### src/rtl/lab1_imul_int_mul_iter.sv
// lab1_imul_int_mul_iter: iterative 32-bit shift-and-add multiplier with val/rdy request and response ports
module lab1_imul_int_mul_iter (
  input  logic        clk,
  input  logic        reset,
  input  logic        req_val,
  output logic        req_rdy,
  input  logic [63:0] req_msg,
  output logic        resp_val,
  input  logic        resp_rdy,
  output logic [31:0] resp_msg
);
  typedef enum logic [1:0] {IDLE, CALC, DONE} state_t;
  state_t state, state_next;
  logic [31:0] a_reg, b_reg, result_reg;
  logic [5:0] counter;
  always_ff @(posedge clk or posedge reset)
    if (reset) begin
      state      <= IDLE;
      a_reg      <= '0;
      b_reg      <= '0;
      result_reg <= '0;
      counter    <= '0;
    end else begin
      state <= state_next;
      if (state == IDLE && req_val) begin
        a_reg      <= req_msg[63:32];
        b_reg      <= req_msg[31:0];
        result_reg <= '0;
        counter    <= '0;
      end else if (state == CALC) begin
        result_reg <= b_reg[0] ? result_reg + a_reg : result_reg;
        a_reg      <= a_reg << 1;
        b_reg      <= b_reg >> 1;
        counter    <= counter + 6'd1;
      end
    end
  always_comb begin
    state_next = state == IDLE ? (req_val ? CALC : IDLE)
               : state == CALC ? (counter == 6'd31 ? DONE : CALC)
               : (resp_rdy ? IDLE : DONE);
    req_rdy    = state == IDLE;
    resp_val   = state == DONE;
    resp_msg   = result_reg;
  end
endmodule
### config.mk
export PLATFORM = sky130hd
export DESIGN_NAME = lab1_imul_int_mul_iter
export DESIGN_NICKNAME = d
export VERILOG_FILES = /design/src/rtl/lab1_imul_int_mul_iter.sv
export SDC_FILE = /design/constraint.sdc
export NUM_CORES = 1
export LEC_CHECK = 0
export CORE_MARGIN = 2
export CORE_UTILIZATION = 43
export DETAILED_ROUTE_END_ITERATION = 16
export GPL_TIMING_DRIVEN = 0
export HOLD_SLACK_MARGIN = 0.12
export PLACE_DENSITY = 0.75
export SLEW_MARGIN = 25
export SYNTH_ARGS = -nofsm -noshare
export SYNTH_HDL_FRONTEND = slang
export SYNTH_SLANG_ARGS = --single-unit
### constraint.sdc
create_clock -name clk -period 4.4 [get_ports clk]
set_clock_uncertainty 0.1 [all_clocks]
set_input_delay 0.66 -clock clk [delete_from_list [all_inputs] [get_ports clk]]
set_output_delay 0.66 -clock clk [all_outputs]
set_load 0.05 [all_outputs]
==> qor.yml, run 1 <==
logic_synthesis:
  syn_nets: 730
  synth_edf_count: 0
  synth.largest_area_cell: "dfrtp_1"
  synth_mux_area_share_pct: 0.174
  synth_seq_cells: 104
  synthArstFlopShare_pct: 100
  ys_seq_area_share_pct: 45.2
  ys.warnings.count: 0
  synth_cell_types: 54
  avgSynthCellArea_um2: 9.16
  synthSimpleGateAreaFrac_pct: 16.9
  synth_compound_area_share_pct: 23.9
  synth_area_leaders: "dfrtp_1, nand2_1, a22oi_1"
  synth_area_mm2: 0.00576
  yosys_most_used_dff: "dfrtp_1"
  synth_adder_area_share_pct: 7.29
  yosysTopAreaCellShare_pct: 45.2
  synth_xor_area_share_pct: 4.26
  synth_top_family_by_area: "compound AO/OA/AOI/OAI gates"
  netlist_instances: 629
floorplan:
  start_util_pct: 43.7
  io_pins: 102
  dieArea_mm2: 0.0143
  rows: 42
  fp.dieH_um: 120
  die_w_um: 120
  fp.coreArea_mm2: 0.0132
cells_and_area:
  nFillCells: 1186
  syn_to_final_growth_pct: 27.4
  multi_input_area_mm2: 0.00302
  final_cell_mix: "nand2_1, dfrtp_1, clkdlybuf4s50_1"
  drive_gt1_share_pct: 4.95
  fin_nets: 843
  fin_util_pct: 55.7
  regArea_mm2: 0.00260
  layout_commonest_cell: "nand2_1"
  antenna_cells: 0
place:
  io_buffers: 101
  hpwl_um: 10800
  pre_cts_ws_ns: 1.46
  gp_congestion: 0.968
worst_setup_path:
  critPathLaunchType: "flip-flop"
  setup.worst_path.end_class: "flip-flop"
  path_max_fanout: 4
  crit_path_frequent_cell: "o21ai_2"
  cp_top_family: "compound AO/OA/AOI/OAI gates"
  path_class: "flip-flop to flip-flop"
  cp.required_ns: 4.53
  crit_buf_inv: 0
  crit_chain: "ha_1 > fa_1 > a211oi_2 > o21ai_2 > a221oi_4 > o21ai_2 > a21boi_2 > o31ai_1 > xnor2_1 > o21ai_1"
  cpMaxStageDelayCell: "fa_1"
  critPathArrivalTime_ns: 3.11
  critPathMaxStageDelay_ns: 0.45
sta:
  setup_tns_ns: 0
  fin_crit_ns: 2.98
  maxClockFrequency_mhz: 335
  hold_viol: 0
  rsz0062_at_grt: "false"
  relSlewSlack_pct: 61.3
  finalSetupViolCount: 0
  slew_viol_final: 0
  fin_ws_ns: 1.42
  period_share_pct: 67.8
  tightestPinTransition_ns: 0.580
detailed_routing:
  finalWirelength_um: 14700
  wire_per_inst_um: 15.9
  antenna_left: 0
  drt_iter0_drc: 292
  dr.pass1.iters: 6
  drc: 0
  avgViaCountPerCell: 5.53
  vias: 5100
pwr:
  irDropWorstVdd_uv: 350
  p_per_area_mw_per_mm2: 824
  p_leak_nw: 3.34
global_route:
  grt_pass1_vias: 5018
  grt_first_pass_wirelength_um: 24500
  grt_use_total_pct: 21.4
  grt_max_degree: 76
  antenna_found_initial: 0
  grt-ovfl-total: 0
worst_hold_path:
  hold_path_class: "flip-flop to flip-flop"
clock_tree:
  htree_levels: 3
  cts_buffer_depth: 2
  cts_resized: 0
  cts_setup_buffers: 0
  root_buffer: "clkbuf_16"
  path_clk_slew_ns: 0.07
  cts.sinks: 104
  tritoncts: "yes"
  cts_buffers: 9
  hold_buffers: 0
  worst_skew_pair.late_latency_ns: 0.36
run_status:
  status: "finished clean"
run:
  max_cap_violations: 0
## where the power goes
part	total, W	leakage [nW]	internal, W	switching [W]
Sequential	0.00176	1.30	0.00140	0.000367
Clock	0.000852	0.152	0.000490	0.000362
Combinational	0.00344	1.88	0.00139	0.00204
## synthesized netlist by cell type (2+ instances only)
cell      instances
a211oi_1          3
a21boi_0          2
a21o_1           15
a21oi_1          27
a21oi_2           3
a22o_1            4
a22oi_1          63
a311oi_1          2
a31oi_1           4
and2_0            2
and3_1            6
clkbuf_1         25
dfrtp_1         104
ha_1             32
inv_1             4
nand2_1         178
nand2b_1          3
nand3_1           9
nand4_1           5
nor2_1           15
nor2b_1           3
nor3_1            6
o211ai_1          3
o21a_1            3
o21ai_0          27
o21ai_1          19
o21ai_2           2
o21bai_1          2
o31ai_1           7
xnor2_1          14
xor2_1           14
## through the flow
stage / total power (W) / std cells / cell area [um2] / hold WS, ns
2_1_floorplan: 0.00428 / 629 / 5760 / 0.346
3_3_place_gp: 0.00507 / 906 / 6990 / 0.358
3_5_place_dp: 0.00520 / 907 / 7030 / 0.368
4_1_cts: 0.00608 / 923 / 7340 / 0.386
5_1_grt: 0.00652 / 923 / 7340 / 0.401
6_report: 0.00605 / 923 / 7340 / 0.382
## per-layer routing
| metal | wire length, um | GRT usage (%) |
|---|---|---|
| met5 | 0 | 0 |
| met4 | 201 | 7.13 |
| met3 | 849 | 4.85 |
| met1 | 6470 | 27.3 |
| met2 | 7170 | 36.0 |
## worst paths after layout
kind / from / end / slack (ns) / depth (start not counted)
max: resp_msg[0]$_DFFE_PP0P_ / resp_msg[30]$_DFFE_PP0P_ / 1.42 / 10
min: b_reg[22]$_DFFE_PP0P_ / b_reg[22]$_DFFE_PP0P_ / 0.38 / 2
max in group asynchronous: reset / resp_msg[13]$_DFFE_PP0P_ / 3.00 / 3
max reg2reg: resp_msg[0]$_DFFE_PP0P_ / resp_msg[30]$_DFFE_PP0P_ / 1.42 / 10
min in group asynchronous: reset / b_reg[23]$_DFFE_PP0P_ / 0.54 / 2
min reg2reg: b_reg[22]$_DFFE_PP0P_ / b_reg[22]$_DFFE_PP0P_ / 0.38 / 2
## worst min-delay path, delay by kind of cell, from the launching register on
kind / cells / cell delay (ns)
AND/OR/NAND/NOR: 2 / 0.11
flip-flops: 1 / 0.34
## logic make-up after synthesis
logic type	Yosys count
adders and majority gates	33
AOI/OAI and AO/OA	197
buffers and inverters	33
and+or+nand+nor	233
DFF	104
muxes	1
xor gates and xnor gates	28
## area by class of cell
| cell class | count | area share (%) |
|---|---|---|
| Buffer | 29 | 1.65 |
| Clock buffer | 13 | 3.68 |
| Clock inverter | 3 | 0.630 |
| Inverter | 4 | 0.273 |
| Multi-Input combinational cell | 492 | 41.2 |
| Sequential cell | 104 | 35.4 |
| Tap cell | 176 | 3.00 |
| Timing Repair Buffer | 102 | 14.1 |
Note: power is estimated with default switching activity, not from simulation.
==> run 2: changes to the inputs <==
- PLACE_DENSITY: 0.75 -> 0.78
- clock period: 4.4 -> 2.5 ns (I/O delays scaled with it)
==> qor.yml, run 2 (synthesis gave the netlist of run 1 again) <==
run_status:
  status: "finished with violations"
  violations: "setup timing"
sta:
  maxClockFrequency_mhz: 369  # +10%
  finalSetupViolCount: 14  # +14
  relSlewSlack_pct: 60.8  # -0.56 points
  fin_crit_ns: 2.71  # -0.277 ns
  fin_ws_ns: -0.207  # -1.62 ns
  setup_tns_ns: -1.72  # -1.72 ns
  slew_viol_final: 0  # unchanged
  period_share_pct: 108  # +40 points
  rsz0062_at_grt: "true"
  tightestPinTransition_ns: 0.589  # +0.00846 ns
  hold_viol: 0  # unchanged
clock_tree:
  cts_buffers: 9  # unchanged
  root_buffer: "clkbuf_16"
  tritoncts: "yes"
  hold_buffers: 0  # unchanged
  path_clk_slew_ns: 0.07  # about the same
  worst_skew_pair.late_latency_ns: 0.36  # about the same
  cts_buffer_depth: 2  # unchanged
  htree_levels: 3  # unchanged
  cts.sinks: 104  # unchanged
global_route:
  grt_pass1_vias: 5113  # +1.9%
  grt_first_pass_wirelength_um: 25100  # +2.3%
  antenna_found_initial: 0  # unchanged
  grt-ovfl-total: 0  # unchanged
  grt_use_total_pct: 22.1  # +0.72 points
  grt_max_degree: 31  # -59%
cells_and_area:
  drive_gt1_share_pct: 12.5  # +7.5 points
  layout_commonest_cell: "nand2_1"
  final_cell_mix: "nand2_1, clkdlybuf4s50_1, dfrtp_1"
  stdcell_count: 936  # +1.4%
  nFillCells: 1074  # -9.4%
  syn_to_final_growth_pct: 34.4
  antenna_cells: 0  # unchanged
  fin_nets: 858  # +1.8%
pwr:
  netSwitchingPower_w: 0.00522  # +88%
  irDropWorstVdd_uv: 633  # +81%
  p_sw_share_pct: 46.2  # +0.36 points
  power.total_w: 0.0113  # +87%
  clkPwrFrac_pct: 12.6  # -1.5 points
  p_per_area_mw_per_mm2: 1460  # +77%
  p_int_w: 0.00608  # +85%
  p_seq_share_pct: 27.9  # -1.2 points
  p_comb_share_pct: 59.5  # +2.7 points
  p_leak_nw: 3.43  # +2.7%
run:
  max_cap_violations: 0  # unchanged
place:
  place_inst: 910  # +0.33%
  hpwl_um: 11200  # +3.9%
  gp_congestion: 0.964  # -0.34%
  io_buffers: 101  # unchanged
floorplan:
  fp.coreArea_mm2: 0.0132  # unchanged
  dieArea_mm2: 0.0143  # unchanged
  die_w_um: 120  # unchanged
  io_pins: 102  # unchanged
  fp.dieH_um: 120  # unchanged
  start_util_pct: 43.7  # unchanged
  rows: 42  # unchanged
worst_setup_path:
  critPathArrivalTime_ns: 2.84  # -0.27 ns
  cp.required_ns: 2.63  # -1.90 ns
  critPathLaunchType: "flip-flop"
  reg2reg_slack_ns: -0.21  # -1.62 ns
  rr_worst_depth: 10  # unchanged
  path_class: "flip-flop to flip-flop"
  path_max_fanout: 4  # unchanged
  setup.worst_path.end_class: "flip-flop"
  reg2reg_from: "resp_msg[0]$_DFFE_PP0P_"
  r2r-end: "resp_msg[18]$_DFFE_PP0P_"
detailed_routing:
  antenna_left: 0  # unchanged
  avgViaCountPerCell: 5.54  # +0.27%
  wire_per_inst_um: 16.6  # +4.0%
  drt_iter0_drc: 331  # +13%
  drc: 0  # unchanged
  finalWirelength_um: 15500  # +5.5%
  dr.pass1.iters: 5  # -1
  vias: 5186  # +1.7%
worst_hold_path:
  hold_path_class: "input pin to asynchronous set/reset pin"
## run 2: cell count changes in the layout (fill, tap and decap cells not counted), moves of 4 or more
cell,previous run,this run
buf_12,0,4
ha_1,32,22
ha_4,0,7
buf_4,1,11
dfrtp_1,104,91
dfrtp_2,0,13
## run 2: stage by stage
stage          area, um2  hold WS, ns  setup slack (ns)  utilization, %
2_1_floorplan       5800        0.346            -0.145               -
3_3_place_gp        7030        0.359            -0.379            53.3
3_5_place_dp        7120        0.366            -0.278            54.0
4_1_cts             7620        0.284            -0.216            57.8
5_1_grt             7740        0.292            -0.322            58.7
6_report            7740        0.284            -0.207            58.7
## run 2: cell type report
type / count / area [um2] / area share, %
multi-input combinational: 492 / 3260 / 42.1
sequential: 104 / 2620 / 33.8
timing repair buffer: 117 / 1200 / 15.6
clock buffer: 10 / 239 / 3.09
tap: 176 / 220 / 2.84
buffer: 29 / 123 / 1.58
clock inverter: 4 / 56.3 / 0.727
inverter: 4 / 18.8 / 0.242
## run 2: worst max-delay path by stage
stage                                  startpoint                  endpoint  slack, ns  cells after the start
final                     resp_msg[0]$_DFFE_PP0P_  resp_msg[18]$_DFFE_PP0P_      -0.21                     10
after CTS                    a_reg[0]$_DFFE_PP0P_  resp_msg[18]$_DFFE_PP0P_      -0.22                     10
after floorplan           resp_msg[0]$_DFFE_PP0P_  resp_msg[18]$_DFFE_PP0P_      -0.15                     10
after detailed placement     a_reg[0]$_DFFE_PP0P_  resp_msg[18]$_DFFE_PP0P_      -0.28                     10
after global routing         a_reg[0]$_DFFE_PP0P_  resp_msg[18]$_DFFE_PP0P_      -0.32                     10
after global placement                      reset  resp_msg[16]$_DFFE_PP0P_      -0.38                      2
## run 2: worst max-delay path, cell delays in order, from the launching register on
cell,delay [ns]
dfrtp_2,0.43
ha_4,0.17
fa_2,0.37
a211oi_4,0.27
o21ai_2,0.13
a221oi_4,0.38
nand2b_4,0.22
o21bai_4,0.08
a31oi_2,0.18
xor2_1,0.17
o21ai_1,0.08
## run 2: timing repair
item	CTS	global route
pin swaps	18	16
setup endpoints to repair	15	20
gates resized for setup	21	19
buffers inserted	8	4
## run 2: routing by layer
metal,part of all wire (%),vias up,track usage [%]
li1,-,2499,-
met1,42,2487,27.3
met2,49,164,37.5
met3,6.2,36,6.84
met4,2.1,0,6.10
met5,0,-,0
## run 2: power groups by stage
stage / combinational [W] / sequential [W] / clock [W]
2_1_floorplan: 0.00382 / 0.00375 / 0
3_3_place_gp: 0.00586 / 0.00310 / 0
3_5_place_dp: 0.00605 / 0.00314 / 0
4_1_cts: 0.00638 / 0.00315 / 0.00145
5_1_grt: 0.00730 / 0.00325 / 0.00152
6_report: 0.00672 / 0.00315 / 0.00143
==> run 3: changes to the inputs <==
- SLEW_MARGIN: 25 -> 10
==> qor.yml, run 3 (synthesis gave the netlist of run 1 again) <==
run_status:
  violations: "setup timing"
  status: "finished with violations"
floorplan:
  fp.coreArea_mm2: 0.0132  # unchanged
  fp.dieH_um: 120  # unchanged
  die_w_um: 120  # unchanged
  io_pins: 102  # unchanged
  dieArea_mm2: 0.0143  # unchanged
  start_util_pct: 43.7  # unchanged
  rows: 42  # unchanged
cells_and_area:
  fin_nets: 864  # +0.70%
  syn_to_final_growth_pct: 36.3
  nFillCells: 1059  # -1.4%
  drive_gt1_share_pct: 15.1  # +2.6 points
  layout_commonest_cell: "nand2_1"
  final_cell_mix: "nand2_1, clkdlybuf4s50_1, dfrtp_1"
  antenna_cells: 0  # unchanged
place:
  io_buffers: 101  # unchanged
  hpwl_um: 11300  # +0.78%
  gp_congestion: 0.964  # unchanged
detailed_routing:
  drt_iter0_drc: 408  # +23%
  routed.top_layer: "met4"
  wl_met2_um: 7820  # +2.1%
  drc: 0  # unchanged
  wirelength_met1_um: 6690  # +2.1%
  dr.pass1.iters: 5  # unchanged
  dr_wl_met3_um: 1110  # +14%
  wire_per_inst_um: 16.8  # +1.2%
  avgViaCountPerCell: 5.53  # -0.20%
  antenna_left: 0  # unchanged
  finalWirelength_um: 15800  # +2.0%
  vias: 5220  # +0.66%
sta:
  slew_viol_final: 0  # unchanged
  fin_ws_ns: -0.242  # -0.0349 ns
  relSlewSlack_pct: 61.4  # +0.64 points
  fin_crit_ns: 2.74  # +0.0349 ns
  rsz0062_at_grt: "true"
  period_share_pct: 110  # +1.4 points
  setup_tns_ns: -1.43  # +0.290 ns
  hold_viol: 0  # unchanged
  finalSetupViolCount: 12  # -2
  tightestPinTransition_ns: 0.579  # -0.00963 ns
  maxClockFrequency_mhz: 365  # -1.3%
worst_setup_path:
  path_class: "flip-flop to flip-flop"
  path_max_fanout: 4  # unchanged
  reg2reg_slack_ns: -0.24  # -0.03 ns
  setup.worst_path.end_class: "flip-flop"
  rr_worst_depth: 11  # +1
  cp.required_ns: 2.63  # about the same
  critPathArrivalTime_ns: 2.87  # +0.03 ns
  reg2reg_from: "resp_msg[0]$_DFFE_PP0P_"
  critPathLaunchType: "flip-flop"
  r2r-end: "resp_msg[28]$_DFFE_PP0P_"
global_route:
  grt_use_total_pct: 22.0  # -0.10 points
  grt_pass1_vias: 5060  # -1.0%
  grt_max_degree: 36  # +16%
  antenna_found_initial: 0  # unchanged
  grt-ovfl-total: 0  # unchanged
  grt_first_pass_wirelength_um: 25000  # -0.41%
pwr:
  p_per_area_mw_per_mm2: 1480  # +1.6%
  netSwitchingPower_w: 0.00537  # +2.9%
  p_comb_share_pct: 59.6  # about the same
  p_int_w: 0.00628  # +3.2%
  irDropWorstVdd_uv: 556  # -12%
  p_sw_share_pct: 46.1  # -0.092 points
  clkPwrFrac_pct: 12.9  # +0.3 points
  p_seq_share_pct: 27.5  # -0.4 points
  p_leak_nw: 3.45  # +0.81%
  power.total_w: 0.0116  # +3.1%
worst_hold_path:
  hold_path_class: "input pin to asynchronous set/reset pin"
clock_tree:
  tritoncts: "yes"
  worst_skew_pair.late_latency_ns: 0.36  # about the same
  htree_levels: 3  # unchanged
  root_buffer: "clkbuf_16"
  cts.sinks: 104  # unchanged
  path_clk_slew_ns: 0.08  # about the same
  cts_buffers: 9  # unchanged
  cts_buffer_depth: 2  # unchanged
run:
  max_cap_violations: 0  # unchanged
[run 3: changes by cell type in the layout (fill, tap and decap cells not counted), moves of 4 or more]
cell / previous run / this run
ha_4: 7 / 13
o21ai_1: 18 / 22
a21oi_2: 4 / 8
buf_4: 11 / 19
ha_1: 22 / 16
[run 3: what timing repair did]
item	4_1_cts	5_1_grt
hold buffers	0	0
endpoints found under the setup margin	15	15
gates resized for setup	21	38
buffers inserted	8	12
cloned	0	0
hold endpoints to repair	0	0
pin swaps	12	30
[run 3: power groups by stage]
stage | logic [W] | registers [W] | clock network (W)
6_report | 0.00694 | 0.00320 | 0.00151
5_1_grt | 0.00756 | 0.00329 | 0.00160
4_1_cts | 0.00638 | 0.00314 | 0.00153
3_5_place_dp | 0.00606 | 0.00314 | 0
3_3_place_gp | 0.00586 | 0.00310 | 0
2_1_floorplan | 0.00382 | 0.00375 | 0
[run 3: final cells by class]
class | count | area, um2 | area share [%]
multi-input cells | 492 | 3350 | 42.6
flip-flops and latches | 104 | 2620 | 33.4
repair buffers | 124 | 1230 | 15.6
clock buffers | 9 | 225 | 2.87
well taps | 176 | 220 | 2.80
plain buffers | 28 | 110 | 1.40
clock inverters | 7 | 83.8 | 1.07
inverters | 4 | 18.8 | 0.239
[run 3: worst max-delay path: stages, from the launching register on]
cell and delay [ns]:
dfrtp_2 0.43, ha_4 0.17, fa_2 0.38, a211oi_4 0.28
o21ai_2 0.13, a221oi_4 0.36, buf_4 0.17, o2111ai_2 0.13
nand4_1 0.15, nand2_1 0.08, xnor2_1 0.14, o21ai_1 0.07
[run 3: per-stage QoR]
| stage | hold WS, ns | util, % | setup slack [ns] | area [um2] | std cells |
|---|---|---|---|---|---|
| after detailed placement | 0.364 | 53.8 | -0.265 | 7090 | 909 |
| final | 0.242 | 59.6 | -0.242 | 7860 | 944 |
| after global placement | 0.359 | 53.3 | -0.379 | 7030 | 906 |
| after floorplan | 0.346 | - | -0.145 | 5800 | 629 |
| after CTS | 0.235 | 57.6 | -0.159 | 7600 | 933 |
| after global routing | 0.248 | 59.6 | -0.370 | 7860 | 944 |
[run 3: worst max-delay path by stage]
stage | startpoint | end | slack [ns] | cells past startpoint
4_1_cts | a_reg[0]$_DFFE_PP0P_ | resp_msg[18]$_DFFE_PP0P_ | -0.16 | 10
3_5_place_dp | a_reg[0]$_DFFE_PP0P_ | resp_msg[18]$_DFFE_PP0P_ | -0.26 | 10
2_1_floorplan | resp_msg[0]$_DFFE_PP0P_ | resp_msg[18]$_DFFE_PP0P_ | -0.15 | 10
5_1_grt | resp_msg[0]$_DFFE_PP0P_ | resp_msg[28]$_DFFE_PP0P_ | -0.37 | 11
3_3_place_gp | reset | resp_msg[16]$_DFFE_PP0P_ | -0.38 | 2
6_report | resp_msg[0]$_DFFE_PP0P_ | resp_msg[28]$_DFFE_PP0P_ | -0.24 | 11
[run 3: layer usage]
layer / track usage (%) / vias up
li1: - / 2509
met1: 27.3 / 2510
met2: 37.4 / 176
met3: 6.84 / 25
met4: 5.51 / 0
met5: 0 / -
